### config.mk
export PLATFORM = sky130hd
export DESIGN_NAME = nm_inv_stim_sequencer_flat
export DESIGN_NICKNAME = d
export VERILOG_FILES = /design/src/rtl/nm_inv_stim_sequencer_if.sv /design/src/rtl/nm_inv_stim_sequencer.sv /design/src/flat_wrapper.sv
export SDC_FILE = /design/constraint.sdc
export NUM_CORES = 1
export LEC_CHECK = 0
export ABC_CLOCK_PERIOD_IN_PS = 2910
export CAP_MARGIN = 10
export CORE_ASPECT_RATIO = 1.25
export CORE_MARGIN = 5
export CORE_UTILIZATION = 50
export DETAILED_ROUTE_END_ITERATION = 8
export PLACE_DENSITY_LB_ADDON = 0.3
export SLEW_MARGIN = 20
export SYNTH_ARGS = -nofsm -noshare
export SYNTH_HDL_FRONTEND = slang
export SYNTH_SLANG_ARGS = --single-unit
### constraint.sdc
create_clock -name clk -period 2.91 [get_ports clk]
set_input_delay 0.4365 -clock clk [delete_from_list [all_inputs] [get_ports clk]]
set_output_delay 0.4365 -clock clk [all_outputs]
set_load 0.005 [all_outputs]
### src/rtl/nm_inv_stim_sequencer_if.sv
// nm_inv_stim_sequencer_if: run control, inverter stimulus/response and result signals
//   start, pause : run control (bench -> sequencer)
//   resp         : inverter outputs for the current stimulus
//   stim         : code driven to the inverter inputs
//   busy, done, pass, err_count, err_seen, first_err_code : run status and result
interface nm_inv_stim_sequencer_if #(
  parameter int WIDTH = 4
);
  logic             start;
  logic             pause;
  logic [WIDTH-1:0] resp;
  logic [WIDTH-1:0] stim;
  logic             busy;
  logic             done;
  logic             pass;
  logic [7:0]       err_count;
  logic             err_seen;
  logic [WIDTH-1:0] first_err_code;
  modport master (
    output start, pause, resp,
    input  stim, busy, done, pass, err_count, err_seen, first_err_code
  );
  modport slave (
    input  start, pause, resp,
    output stim, busy, done, pass, err_count, err_seen, first_err_code
  );
endinterface

### src/rtl/nm_inv_stim_sequencer.sv
// nm_inv_stim_sequencer: steps codes 0..LAST_CODE, holds each SETTLE cycles, checks resp against ~stim
//   clk, rst : clock and synchronous active-high reset
//   bus      : slave side of nm_inv_stim_sequencer_if (start/pause/resp in, stim and results out)
module nm_inv_stim_sequencer #(
  parameter int WIDTH     = 4,
  parameter int LAST_CODE = 9,
  parameter int SETTLE    = 3
) (
  input logic                    clk,
  input logic                    rst,
  nm_inv_stim_sequencer_if.slave bus
);
  localparam int TW = SETTLE > 1 ? $clog2(SETTLE) : 1;
  typedef enum logic [1:0] {S_IDLE, S_SETTLE, S_CHECK, S_DONE} state_t;
  state_t        state;
  logic [TW-1:0] timer;
  logic          mis;
  // case inequality so an X/Z response bit also counts as a mismatch in simulation
  assign mis = bus.resp !== ~bus.stim;
  always_ff @(posedge clk) begin
    if (rst) begin
      state              <= S_IDLE;
      timer              <= '0;
      bus.stim           <= '0;
      bus.busy           <= 1'b0;
      bus.done           <= 1'b0;
      bus.pass           <= 1'b0;
      bus.err_count      <= '0;
      bus.err_seen       <= 1'b0;
      bus.first_err_code <= '0;
    end else begin
      case (state)
        S_IDLE, S_DONE: if (bus.start) begin
          state              <= S_SETTLE;
          timer              <= '0;
          bus.stim           <= '0;
          bus.busy           <= 1'b1;
          bus.done           <= 1'b0;
          bus.pass           <= 1'b0;
          bus.err_count      <= '0;
          bus.err_seen       <= 1'b0;
          bus.first_err_code <= '0;
        end
        S_SETTLE: if (!bus.pause) begin
          timer <= timer + 1'b1;
          if (timer == TW'(SETTLE - 1)) state <= S_CHECK;
        end
        S_CHECK: if (!bus.pause) begin
          if (mis) begin
            bus.err_count <= bus.err_count == 8'hFF ? bus.err_count : bus.err_count + 8'd1;
            if (!bus.err_seen) begin
              bus.err_seen       <= 1'b1;
              bus.first_err_code <= bus.stim;
            end
          end
          if (bus.stim == WIDTH'(LAST_CODE)) begin
            state    <= S_DONE;
            bus.busy <= 1'b0;
            bus.done <= 1'b1;
            bus.pass <= !(bus.err_seen || mis);
          end else begin
            state    <= S_SETTLE;
            timer    <= '0;
            bus.stim <= bus.stim + 1'b1;
          end
        end
        default: state <= S_IDLE;
      endcase
    end
  end
endmodule

### src/flat_wrapper.sv
// flat-port wrapper written by rule: the top's interface ports become plain ports
module nm_inv_stim_sequencer_flat 
#(
  parameter int WIDTH     = 4,
  parameter int LAST_CODE = 9,
  parameter int SETTLE    = 3
)
  (clk, rst, bus_start, bus_pause, bus_resp, bus_stim, bus_busy, bus_done, bus_pass, bus_err_count, bus_err_seen, bus_first_err_code);
  nm_inv_stim_sequencer_if #(.WIDTH(WIDTH)) bus_i ();
  input logic clk;
  input logic rst;
  input wire logic [$bits(bus_i.start)-1:0] bus_start;
  input wire logic [$bits(bus_i.pause)-1:0] bus_pause;
  input wire logic [$bits(bus_i.resp)-1:0] bus_resp;
  output wire logic [$bits(bus_i.stim)-1:0] bus_stim;
  output wire logic [$bits(bus_i.busy)-1:0] bus_busy;
  output wire logic [$bits(bus_i.done)-1:0] bus_done;
  output wire logic [$bits(bus_i.pass)-1:0] bus_pass;
  output wire logic [$bits(bus_i.err_count)-1:0] bus_err_count;
  output wire logic [$bits(bus_i.err_seen)-1:0] bus_err_seen;
  output wire logic [$bits(bus_i.first_err_code)-1:0] bus_first_err_code;
  assign bus_i.start = bus_start;
  assign bus_i.pause = bus_pause;
  assign bus_i.resp = bus_resp;
  assign bus_stim = bus_i.stim;
  assign bus_busy = bus_i.busy;
  assign bus_done = bus_i.done;
  assign bus_pass = bus_i.pass;
  assign bus_err_count = bus_i.err_count;
  assign bus_err_seen = bus_i.err_seen;
  assign bus_first_err_code = bus_i.first_err_code;
  nm_inv_stim_sequencer #(.WIDTH(WIDTH), .LAST_CODE(LAST_CODE), .SETTLE(SETTLE)) u_core (.clk(clk), .rst(rst), .bus(bus_i));
endmodule
==> results of run 1 <==
[where the power goes]
group | total [mW] | internal [mW] | leakage (nW) | switching (mW)
Combinational | 0.224 | 0.0957 | 0.383 | 0.128
Clock | 0.240 | 0.139 | 0.0279 | 0.101
Sequential | 0.360 | 0.346 | 0.194 | 0.0142
[area by class of cell]
type                    instances  area [um^2]  share of cell area
inverters                       5         18.8              0.0113
clock inverters                 1         30.0              0.0181
multi-input cells             122          787               0.475
repair buffers                 28          278               0.168
flip-flops and latches         24          480               0.290
well taps                      33         41.3              0.0249
clock buffers                   3         22.5              0.0136
[critical path: cells and delay by family (launching register included)]
kind | cells | cell delay (ps)
AO/OA/AOI/OAI | 3 | 710
AND/OR/NAND/NOR | 2 | 700
adder cells (fa/ha/maj) | 1 | 430
flip-flops | 1 | 400
buffers and inverters | 1 | 60
[stage by stage]
stage          worst slack (ps)  total power, mW  instances  instance area, um^2
2_1_floorplan               845            0.528        156                 1320
3_3_place_gp                635            0.581        212                 1610
3_5_place_dp                587            0.590        212                 1610
4_1_cts                     553            0.832        216                 1660
5_1_grt                     374            0.878        216                 1660
6_report                    548            0.824        216                 1660
[sequential cells by signal (all words and copies together) (netlist names)]
signal                     flops
u_core.bus.err_count           8
u_core.timer                   2
u_core.bus.pass                1
u_core.bus.done                1
u_core.state                   2
u_core.bus.first_err_code      4
u_core.bus.busy                1
u_core.bus.stim                4
u_core.bus.err_seen            1
[routing by layer]
layer,vias to the layer above,wire length [um]
met5,-,0
met4,0,21
met2,45,1650
met3,2,197
li1,613,-
met1,609,1230
[logic make-up after synthesis]
kind of cell | synth area share
flops | 0.365
compound gates | 0.155
xor+xnor | 0.0266
fa+ha+maj | 0.0665
simple gates | 0.318
buf+inv | 0.0371
mux | 0.0314
[synth_stat cells]
cell type / number
or4b_4: 1
a22oi_1: 1
ha_1: 7
a211o_1: 1
and2_1: 1
buf_2: 2
nor2b_4: 1
and4_1: 1
and4b_1: 1
or4b_1: 1
nor3b_1: 1
o21a_1: 1
nor4_1: 1
and3_1: 1
a41oi_1: 1
a211oi_1: 2
a21oi_1: 11
xor2_1: 4
or4_1: 1
nor2_1: 17
a22o_1: 4
inv_1: 5
a21o_1: 1
or3_1: 2
or2_2: 2
nand4_1: 2
mux2i_1: 3
o21ai_0: 4
and4_2: 1
clkbuf_1: 2
o211ai_1: 1
a31oi_1: 2
or3b_2: 1
nand4b_1: 2
mux2_2: 1
o22a_2: 1
nand3b_1: 3
nand2b_4: 1
nand3_1: 6
nand2b_1: 4
dfxtp_1: 24
nand2_1: 20
a311oi_1: 1
dlymetal6s2s_1: 1
nor3_1: 5
[how the worst max path moves through the flow]
stage | cells past startpoint | slack [ps] | start | to
2_1_floorplan | 7 | 840 | u_core.state[0] | u_core.bus.err_count[0]
4_1_cts | 7 | 550 | u_core.state[0] | u_core.bus.err_count[1]
5_1_grt | 7 | 370 | u_core.state[0] | u_core.bus.err_count[1]
6_report | 7 | 550 | u_core.state[0] | u_core.bus.err_count[1]
3_5_place_dp | 7 | 590 | u_core.state[0] | u_core.bus.err_count[1]
3_3_place_gp | 6 | 640 | bus_start | u_core.bus.err_count[0]
==> results.cfg, run 1 <==
[synthesis]
yosysWarnings = 0
yosys.area.top_type_share = 0.365
synth_area_leaders = dfxtp_1 (37%), ha_1 (6.7%), nand2_1 (5.7%)
yosysSeqAreaShare = 0.365
syn-instance-count = 156
netlist_area_um2 = 1320
ys_types = 45
synth_nets = 171
syn_avg_cell_area_um2 = 8.44
ys_ff_latch = 24
yosys.area.top_type = dfxtp_1

[timing]
rsz0062_at_grt = no
final.period_utilization = 0.812
final-max-slew-violation-count = 0
whs_ps = 474
clock_skew_ps = 3.68
fmax_ghz = 0.423
setup_viol = 0
worstMarginPinSlew_ps = 663
hold_viol_final = 0
min_period_ps = 2360
slew_headroom = 0.558
timing.setup.tns_ps = 0

[grt]
grt_antenna_before_repair = 0
grtUsageMet2 = 0.315
grt_overflow = 0
met1_usage = 0.184
use_met3 = 0.0382
grt_pass1_wl_um = 5240
grt_pass1_vias = 1266
grt_usage = 0.172
grt_max_degree = 22
busiest_layer = met2

[routing]
remaining_drc_errors = 0
routedWlPerCell_um = 14.4
viasPerCell = 5.88
drt_pass1_iterations = 4
drtAntennaViolNets = 0
finalWirelength_um = 3100
vias = 1269
drt_iter0_drc = 43

[critical_path]
cp-end-kind = flop
r2r_cells = 7
max_stage_delay_ps = 430
critPathArrivalTime_ps = 2610
critPathKind = reg2reg
crit_slowest_cell = ha_1
path_common_cell = a21oi_1
start_kind = flop
reg2reg_from = u_core.state[0]
reg2reg_to = u_core.bus.err_count[1]
ff2ff_setup_slack_ps = 550
crit_required_ps = 3160
cp_cell_sequence = inv_1 > ha_1 > a21oi_1 > and2_1 > a31oi_1 > or2_2 > a21oi_1
path_max_fanout = 21

[die]
die_area_um2 = 3770
die_h_um = 67.4
num_io_pins = 28
die_w_um = 55.9
core-area_um2 = 2480
initial_core_util = 0.531
num_rows = 20

[clock_tree]
clock_path_buffers = 2
clock_sink_count = 24
ctsRootBufferMaster = clkbuf_4
cts_resized = 0
cts.htree.levels = 1
hold_buffers = 0
cts_buffers = 3
cts_tree = yes
clk_latency_ps = 310
clkTransAtPathRegs_ps = 130
cts_setup_buffers = 0

[placement]
gp_congestion = 0.891
portBuffers = 27
place_hpwl_um = 2370

[cells_and_area]
n_fill_cell = 211
syn_to_final_growth_pct = 26.0
fin_util = 0.669
antennaDiodeCount = 0
drive_above_1_share = 0.0765
nNetsFinal = 199
final_cell_mix = clkdlybuf4s50_1 (27), dfxtp_1 (24), nand2_1 (20), nor2_1 (17), a21oi_1 (11)
final_common_cell = clkdlybuf4s50_1

[min_path]
holdPathStages = 2
hp-class = reg2reg
min_to = u_core.bus.busy
min-delay-start = u_core.bus.busy

[flow_run]
maxCapViolCount = 0

[power_and_ir_drop]
ir_worst_vdd_mv = 0.516
leakage_nw = 0.605
power_density_nw_per_um2 = 497

[run_status]
status = complete, no violations
Power figures use the tool's default switching activity.
==> inputs of run 2 (changes only) <==
Settings changed: ABC_CLOCK_PERIOD_IN_PS 2910 to 2300.
Clock period 2.91 ns to 2.3 ns, I/O delays scaled along.
==> run 2 against run 1 <==
- via count down 1.4%
- highest routed layer unchanged
- flip-flop and latch count did not move
- setup slack worse by 430 ps
- power is 31% higher
- largest power group unchanged
- first-iteration DRC count shrank 19%
- routed wire length grew 2.9%
- utilization increased by 1.7 points
==> results.cfg, run 2 (synthesized netlist as in run 1, its figures left out) <==
[critical_path]
cp-end-kind = flop
crit_buf_inv = 1
cp_cell_sequence = inv_1 > ha_1 > nor2b_4 > or4b_4 > nand2b_4 > or4b_1 > nand2_1
r2r_cells = 7
critPathKind = reg2reg
critPathArrivalTime_ps = 2450
crit_slowest_cell = or4b_4
crit_required_ps = 2570
cp.depth = 7
path_max_fanout = 5
start_kind = flop
path_delay_family = simple AND/OR/NAND/NOR gates
max_stage_delay_ps = 490

[die]
die_w_um = 55.9
die_area_um2 = 3770
die_h_um = 67.4
num_io_pins = 28
initial_core_util = 0.531
num_rows = 20
core-area_um2 = 2480

[cells_and_area]
n_fill_cell = 202
largest_reg_flops = 8
final_common_cell = clkdlybuf4s50_1
antennaDiodeCount = 0
syn_to_final_growth_pct = 29.2
final_cell_mix = clkdlybuf4s50_1 (27), dfxtp_1 (24), nand2_1 (20), nor2_1 (17), a21oi_1 (11)
nNetsFinal = 204
top_register = u_core.bus.err_count
biggestRegsByFlops = u_core.bus.err_count (8), u_core.bus.first_err_code (4), u_core.bus.stim (4)
fin_area_um2 = 1700
drive_above_1_share = 0.106

[routing]
drt_pass1_iterations = 4
routedWlPerCell_um = 14.4
viasPerCell = 5.66
remaining_drc_errors = 0
drtAntennaViolNets = 0
drt_iter0_drc = 35
vias = 1251
finalWirelength_um = 3190

[placement]
placed_area_um2 = 1640
portBuffers = 27
place_hpwl_um = 2420
gp_congestion = 0.899

[timing]
slew_headroom = 0.668
hold_viol_final = 0
min_period_ps = 2180
timing.setup.tns_ps = 0
rsz0062_at_grt = no
final-max-slew-violation-count = 0
setup_viol = 0
worstMarginPinSlew_ps = 496
clock_skew_ps = 3.15
fmax_ghz = 0.458
whs_ps = 486
final.period_utilization = 0.948

[power_and_ir_drop]
total_power_mw = 1.08
leakage_nw = 0.632
power_density_nw_per_um2 = 636
ir_worst_vdd_mv = 0.434

[clock_tree]
cts_tree = yes
clkTransAtPathRegs_ps = 140
clock_path_buffers = 2
ctsRootBufferMaster = clkbuf_4
clk_latency_ps = 310
cts_setup_buffers = 0
cts.htree.levels = 1
clock_sink_count = 24
cts_buffers = 3

[grt]
grt_pass1_wl_um = 5450
grt_overflow = 0
grt_usage = 0.180
grt_pass1_vias = 1263
grt_antenna_before_repair = 0
grt_max_degree = 15

[flow_run]
maxCapViolCount = 0

[min_path]
hp-class = reg2reg
holdPathStages = 2

[run_status]
status = complete, no violations
==> run 2: layer usage <==
layer,vias up,track usage,share of wire
li1,622,-,-
met1,592,0.199,0.42
met2,31,0.334,0.52
met3,6,0.0249,0.040
met4,0,0.0979,0.016
met5,-,0,0
==> run 2: final timing paths <==
path,startpoint,endpoint,slack (ps)
max,u_core.state[0],u_core.bus.err_count[0],120
min,u_core.timer[1],u_core.timer[1],490
max reg2reg,u_core.state[0],u_core.bus.err_count[0],120
min reg2reg,u_core.timer[1],u_core.timer[1],490
==> run 2: repair_timing <==
item                                    in CTS  in global routing
gates resized for setup                      0                  1
endpoints found under the setup margin       0                  4
hold buffers                                 0                  0
==> run 2: tightest hold or removal path, stage by stage (launching register included) <==
cell and delay [ps]:
dfxtp_1 340, nand2b_1 70, a21oi_1 50
==> run 2: where the power goes <==
| group | switching (mW) | total [mW] | internal (mW) |
|---|---|---|---|
| combinational | 0.172 | 0.318 | 0.146 |
| clock | 0.129 | 0.305 | 0.176 |
| sequential | 0.0197 | 0.457 | 0.437 |
==> run 2: cell type report <==
type	count	area [um^2]	area share
clock buffer	3	22.5	0.0132
clock inverter	1	30.0	0.0177
inverter	5	18.8	0.0110
multi-input combinational	122	792	0.466
sequential	24	480	0.283
tap	33	41.3	0.0243
timing repair buffer	33	315	0.185
==> run 2: stage by stage <==
step           utilization  instances  setup slack (ps)
3_3_place_gp         0.663        217               152
2_1_floorplan            -        156               235
3_5_place_dp         0.663        217               132
5_1_grt              0.686        221              6.76
6_report             0.686        221               119
4_1_cts              0.684        221               112
